$ cat src/rtl/cdb_pkg.sv
// cdb_pkg: shared types and constants for the CDB write-back arbiter.
//   cdb_pkt_t    : one completion packet {value, tag, excp, cause}
//   cdb_cause_e  : exception cause codes carried with a result
//   U_ALU..U_CSR : execution unit indices (request/slot position)
//   wrap_add     : small helper reducing a sum below a modulus (a < 2*n)
package cdb_pkg;

    localparam int CDB_NREQ = 6;
    localparam int CDB_DW   = 32;
    localparam int CDB_TAGW = 32;

    typedef struct packed {
        logic [CDB_DW-1:0]   value;
        logic [CDB_TAGW-1:0] tag;
        logic                excp;
        logic [1:0]          cause;
    } cdb_pkt_t;

    typedef enum logic [1:0] {
        CAUSE_NONE = 2'b00,
        CAUSE_DIV0 = 2'b01,
        CAUSE_LS   = 2'b10,
        CAUSE_ADDR = 2'b11
    } cdb_cause_e;

    localparam int U_ALU = 0;
    localparam int U_MUL = 1;
    localparam int U_DIV = 2;
    localparam int U_BR  = 3;
    localparam int U_LSU = 4;
    localparam int U_CSR = 5;

    function automatic int wrap_add(input int a, input int n);
        return (a >= n) ? (a - n) : a;
    endfunction

endpackage

$ cat src/rtl/rr_arbiter.sv
// rr_arbiter: combinational NREQ-way rotate-priority picker.
// The search starts at ptr and walks upward cyclically; the first set
// request wins. Tie ptr to zero for plain lowest-index-first priority.
//   req   in  NREQ  request vector
//   ptr   in  IW    index with highest priority this cycle (must be < NREQ)
//   grant out NREQ  one-hot grant (all zero when no request)
//   idx   out IW    index of the granted request
//   any   out 1     at least one request present
module rr_arbiter
    import cdb_pkg::*;
#(
    parameter int NREQ = 6,
    parameter int IW   = (NREQ > 1) ? $clog2(NREQ) : 1
) (
    input  logic [NREQ-1:0] req,
    input  logic [IW-1:0]   ptr,
    output logic [NREQ-1:0] grant,
    output logic [IW-1:0]   idx,
    output logic            any
);

    logic [IW-1:0] sel;
    logic          found;

    always_comb begin
        grant = '0;
        idx   = '0;
        sel   = '0;
        found = 1'b0;
        for (int k = 0; k < NREQ; k++) begin
            sel = IW'(wrap_add(int'(ptr) + k, NREQ));
            if (!found && req[sel]) begin
                found      = 1'b1;
                grant[sel] = 1'b1;
                idx        = sel;
            end
        end
    end

    assign any = found;

endmodule

$ cat src/rtl/cdb_wb_arbiter.sv
// cdb_wb_arbiter: shares the single ROB completion (CDB) port among the
// execution units (0=ALU 1=MUL 2=DIV 3=BR 4=LSU 5=CSR). Each unit owns a
// one-entry holding slot; one slot per cycle is forwarded as a registered
// CDB beat.
// Build option: define CDB_FIXED_PRIO_EN for fixed lowest-index-first
// priority (no rotating pointer, no fairness). Default is round-robin.
// Ports:
//   clk, rst                  clock, synchronous active-high reset
//   flush                     drop all pending results, refuse new ones
//   cdb_stall                 ROB cannot take a beat this cycle
//   req_valid/ready           per-unit handshake (ready is combinational)
//   req_value/tag/excp/cause  packed per-unit result fields
//   cdb_valid/value/tag/excp/cause/src  registered CDB beat
module cdb_wb_arbiter
    import cdb_pkg::*;
#(
    parameter int NREQ = 6,
    parameter int DW   = 32,
    parameter int TAGW = 32
) (
    input  logic                 clk,
    input  logic                 rst,
    input  logic                 flush,
    input  logic                 cdb_stall,
    input  logic [NREQ-1:0]      req_valid,
    output logic [NREQ-1:0]      req_ready,
    input  logic [NREQ*DW-1:0]   req_value,
    input  logic [NREQ*TAGW-1:0] req_tag,
    input  logic [NREQ-1:0]      req_excp,
    input  logic [NREQ*2-1:0]    req_cause,
    output logic                 cdb_valid,
    output logic [DW-1:0]        cdb_value,
    output logic [TAGW-1:0]      cdb_tag,
    output logic                 cdb_excp,
    output logic [1:0]           cdb_cause,
    output logic [2:0]           cdb_src
);

    localparam int IW = (NREQ > 1) ? $clog2(NREQ) : 1;

    logic [NREQ-1:0] slot_v;
    logic [DW-1:0]   slot_value [NREQ];
    logic [TAGW-1:0] slot_tag   [NREQ];
    logic            slot_excp  [NREQ];
    logic [1:0]      slot_cause [NREQ];

    logic [NREQ-1:0] arb_req;
    logic [NREQ-1:0] gnt;
    logic [IW-1:0]   gnt_idx;
    logic            gnt_any;
    logic [IW-1:0]   arb_ptr;
    logic [NREQ-1:0] load;

    // Stall and flush mask the requests so the picker never grants in those
    // cycles; this keeps grant a pure function of slot occupancy otherwise.
    assign arb_req   = slot_v & {NREQ{~cdb_stall & ~flush}};
    // A slot being granted this cycle is free to take a new result on the
    // same edge, so a continuously requesting unit loses no cycles.
    assign req_ready = {NREQ{~flush}} & (~slot_v | gnt);
    assign load      = req_valid & req_ready;

    rr_arbiter #(.NREQ(NREQ), .IW(IW)) u_rr_arbiter (
        .req   (arb_req),
        .ptr   (arb_ptr),
        .grant (gnt),
        .idx   (gnt_idx),
        .any   (gnt_any)
    );

`ifdef CDB_FIXED_PRIO_EN
    assign arb_ptr = '0;
`else
    logic [IW-1:0] rr_ptr;

    always_ff @(posedge clk) begin
        if (rst) begin
            rr_ptr <= '0;
        end else if (gnt_any) begin
            rr_ptr <= IW'(wrap_add(int'(gnt_idx) + 1, NREQ));
        end
    end

    assign arb_ptr = rr_ptr;
`endif

    always_ff @(posedge clk) begin
        if (rst) begin
            slot_v    <= '0;
            cdb_valid <= 1'b0;
            cdb_value <= '0;
            cdb_tag   <= '0;
            cdb_excp  <= 1'b0;
            cdb_cause <= '0;
            cdb_src   <= '0;
            for (int i = 0; i < NREQ; i++) begin
                slot_value[i] <= '0;
                slot_tag[i]   <= '0;
                slot_excp[i]  <= 1'b0;
                slot_cause[i] <= '0;
            end
        end else begin
            cdb_valid <= 1'b0;
            if (flush) begin
                slot_v <= '0;
            end else begin
                if (gnt_any) begin
                    cdb_valid <= 1'b1;
                    cdb_value <= slot_value[gnt_idx];
                    cdb_tag   <= slot_tag[gnt_idx];
                    cdb_excp  <= slot_excp[gnt_idx];
                    cdb_cause <= slot_cause[gnt_idx];
                    cdb_src   <= 3'(gnt_idx);
                end
                for (int i = 0; i < NREQ; i++) begin
                    if (load[i]) begin
                        slot_v[i]     <= 1'b1;
                        slot_value[i] <= req_value[i*DW +: DW];
                        slot_tag[i]   <= req_tag[i*TAGW +: TAGW];
                        slot_excp[i]  <= req_excp[i];
                        slot_cause[i] <= req_cause[i*2 +: 2];
                    end else if (gnt[i]) begin
                        slot_v[i] <= 1'b0;
                    end
                end
            end
        end
    end

endmodule

$ cat config.mk
export PLATFORM = sky130hd
export DESIGN_NAME = cdb_wb_arbiter
export DESIGN_NICKNAME = d
export VERILOG_FILES = /design/src/rtl/cdb_pkg.sv /design/src/rtl/rr_arbiter.sv /design/src/rtl/cdb_wb_arbiter.sv
export SDC_FILE = /design/constraint.sdc
export NUM_CORES = 1
export LEC_CHECK = 0
export BUFFER_PORTS_ARGS = -buffer_cell sky130_fd_sc_hd__buf_2
export CORE_ASPECT_RATIO = 0.6
export CORE_UTILIZATION = 55
export CTS_CLUSTER_DIAMETER = 80
export DETAILED_ROUTE_END_ITERATION = 12
export PLACE_DENSITY = 0.82
export SETUP_SLACK_MARGIN = 0.02
export SLEW_MARGIN = 30
export SYNTH_ARGS = -nofsm -noshare
export SYNTH_HDL_FRONTEND = slang
export SYNTH_HIERARCHICAL = 1
export SYNTH_SLANG_ARGS = --single-unit
$ cat constraint.sdc
create_clock -name clk -period 13 [get_ports clk]
set_input_delay 0.65 -clock clk [delete_from_list [all_inputs] [get_ports clk]]
set_output_delay 0.65 -clock clk [all_outputs]
set_load 0.005 [all_outputs]
==> impl_results.md <==
- Ports: 489
- Vias per std cell: 6.05
- DR iter-0 viols: 2080
- Critical-path top delay cell: ha_1
- Skew-Pair Late Insertion Delay: 560 ps
- Routed wire per std cell: between 20 and 30 um
- EDFF count, synth: 402
- H-tree depth: 2
- Startpoint Class: flop
- # rows: 56
- Sequential power share: 0.312
- Setup CP Type: reg2reg
- Leading cell type in the layout, fill and taps excluded: buf_2
- Mean Syn Cell Area: 13.5 um2
- TritonCTS clock tree: yes
- Worst R2R Path Depth: 15
- Worst Max-Slew Pin Slew: between 1000 and 1500 ps
- Hold Vio Cnt, Final: 0
- Synth Instances: 1654
- LEAKAGE: 11.1 nW
- Status: finished, final reports clean
- Post-synth ARST share: 0
- P per Cell Area: 232 nW/um2
- # setup viols final: 0
- Chip Height: 158 um
- Clk pwr share: 0.208
- Switching part of the total: 0.381
- Worst Skew: ~10 ps
- Pre-CTS setup slack: between 6000 and 7000 ps
- Crit path largest cell delay: 920 ps
- PortBufs: 488
- Worst Hold Depth: 2
- Net Switching: 0.00237 W
- Setup Buffers After CTS: 0
- Gate power share: 0.480
- Crit path cell chain: buf_4 > clkinv_1 > ha_1 > nor2b_1 > a211o_1 > o21ai_1 > o21ai_0 > o21a_1 > nor3_1 > a31oi_4 > buf_4 > buf_4 > mux2_2 > a222oi_1 > a21oi_1
- Maximum vdd ir drop: 267 uV
- Cell variety after synth: 68
- Vias: roughly 16000
- Final wirelength: 67.8 mm
- Syn_nets: 2074
- Power Total: 0.00621 W
- Sequential-to-total area share from yosys stat: 0.611
- Share of cells above drive strength 1: 0.379
- Synth Cell Area: between 20000 and 25000 um2
- CP required: 13390 ps
- Max-slew headroom: 0.324
- Die area: 41500 um2
- CORE AREA: 39600 um2
- Largest net degree at the start of global routing: 81
- TNS Setup: 0 ps
- Clk sink count: 482
- Internal Power: approximately 0.0038 W
- Max_cap viols: 0
- Number of fill cells: 2834
- Clk root buf: clkbuf_16
- Post-cts repair resize count: 0
- Post-layout minimum cycle time: slightly above 6000 ps
- DR DRC count: 0
- Gpl congestion: 0.912
- Max-slew violations: 0
- Design Area, Final: 26700 um2
- Remaining global-route overflow: 0
- Final setup margin: approximately 6800 ps
- Starting density of the core: 0.565
- Crit share post-route: 0.477
- Worst Hold Class: in2reg
- TritonCTS Buffers: 45
- Ys flop type: edfxtp_1
- Number of global-route vias before repair: 16400
- DRT Pass-1 Iters: 8
- Worst-path maximum fanout: 50
- Worst Path Arrival: 6600 ps
- Wire length of the first global-routing pass: 98.2 mm
- Max Clk Rate: 161 MHz
- Reg clk slew, reported paths: 70 ps
- Cell mode on critical path: buf_4
- Placed inst area: 25300 um2
- Nets: 2514
- Die W: 262 um
- Synth warn: 6
- Antenna violations before repair: 21
- CP endpoint kind: flop
- Remaining antenna violation count: 0
- P&R area growth vs syn: 19.4%
- RSZ-0062 raised after global routing: no
- Clock Path Buffers: 3
- Gr usage total: 0.317
- Yosys reg bits: 482
- Post-DP HPWL: 44.4 mm
- Cts hold-fix bufs: 0
- Most frequent cells in the layout: buf_2, and2_1, edfxtp_1
-- layout make-up --
type / count / area [um2] / share of cell area
Clock buffer: 54 / 1190 / 0.0445
Antenna cell: 21 / 52.6 / 0.00197
Tap cell: 522 / 653 / 0.0244
Clock inverter: 30 / 228 / 0.00852
Multi-Input combinational cell: 1034 / 8120 / 0.304
Sequential cell: 482 / 13700 / 0.511
Inverter: 13 / 48.8 / 0.00183
Timing Repair Buffer: 518 / 2780 / 0.104
-- logic make-up after synthesis --
group,after synthesis,synth area share
flops,482,0.611
xor+xnor,7,0.00341
simple gates,524,0.144
buf+inv,138,0.0331
mux,214,0.118
compound gates,281,0.0870
fa+ha+maj,8,0.00447
-- sequential cells by signal, summed over array words and instances (netlist names) --
register and cells:
cdb_value 32, slot_excp 6, slot_value 192, cdb_tag 32
cdb_src 3, cdb_excp 1, cdb_cause 2, slot_tag 192
cdb_valid 1, arb_ptr 3, slot_cause 12, slot_v 6
-- worst paths after layout --
kind / start / to / slack [ps]
max: arb_ptr[0]$_SDFFE_PP0P_ / cdb_value[14]$_SDFFE_PP0P_ / 6790
min: req_valid[3] / slot_v[3]$_SDFFE_PP0P_ / 330
max reg2reg: arb_ptr[0]$_SDFFE_PP0P_ / cdb_value[14]$_SDFFE_PP0P_ / 6790
min reg2reg: cdb_tag[5]$_SDFFE_PP0P_ / cdb_tag[5]$_SDFFE_PP0P_ / 470
-- per-layer routing --
layer	global-route usage	routed length, um
met2	0.522	32200
met1	0.412	26400
met4	0.131	2150
met3	0.0696	7070
met5	0	32
-- power groups by stage --
stage                     combinational [W]  clock [W]  sequential (W)
after floorplan                     0.00223          0         0.00195
after global placement              0.00281          0         0.00196
after detailed placement            0.00292          0         0.00197
after CTS                           0.00293    0.00130         0.00194
after global routing                0.00312    0.00135         0.00195
final                               0.00298    0.00129         0.00194
-- critical path, delay by kind of cell (launching register included) --
kind	cells	cell delay (ps)
AOI/OAI and AO/OA	7	2020
and+or+nand+nor	2	290
muxes	1	410
adders and majority gates	1	920
buffers and inverters	4	2030
DFF	1	310
-- per-stage QoR --
step | instances | hold slack (ps) | utilization
6_report | 2674 | 332 | 0.675
5_1_grt | 2671 | 322 | 0.675
4_1_cts | 2653 | 306 | 0.674
3_5_place_dp | 2569 | 456 | 0.638
3_3_place_gp | 2563 | 441 | 0.634
2_1_floorplan | 1654 | 453 | -
-- synthesized netlist by cell type (4+ instances only) --
library cell  count  area, um2
and2_1          410       2560
edfxtp_1        402      12100
mux2_2          131       1480
dfxtp_1          80       1600
a21oi_1          78        390
o21ai_0          67        335
clkbuf_1         66        248
a222oi_1         63        631
mux2_4           61        916
buf_2            42        210
nor2_1           26       97.6
nand2_1          18       67.6
mux2i_1          15        150
nand3_1          14       70.1
nor2b_1          13       81.3
inv_1            12       45.0
o21a_1           10       75.1
ha_1              8        100
nand2b_1          8       50.1
buf_12            7        140
nor3_1            7       35.0
buf_6             6       67.6
mux2_1            6       67.6
o211ai_1          6       45.0
o21ai_1           6       30.0
a211oi_1          4       30.0
a21o_1            4       30.0
a22o_1            4       35.0
a22oi_1           4       30.0
a2bb2oi_1         4       35.0
a311oi_1          4       35.0
and3_1            4       25.0
o31ai_1           4       30.0
Note: power is estimated with default switching activity, not from simulation.
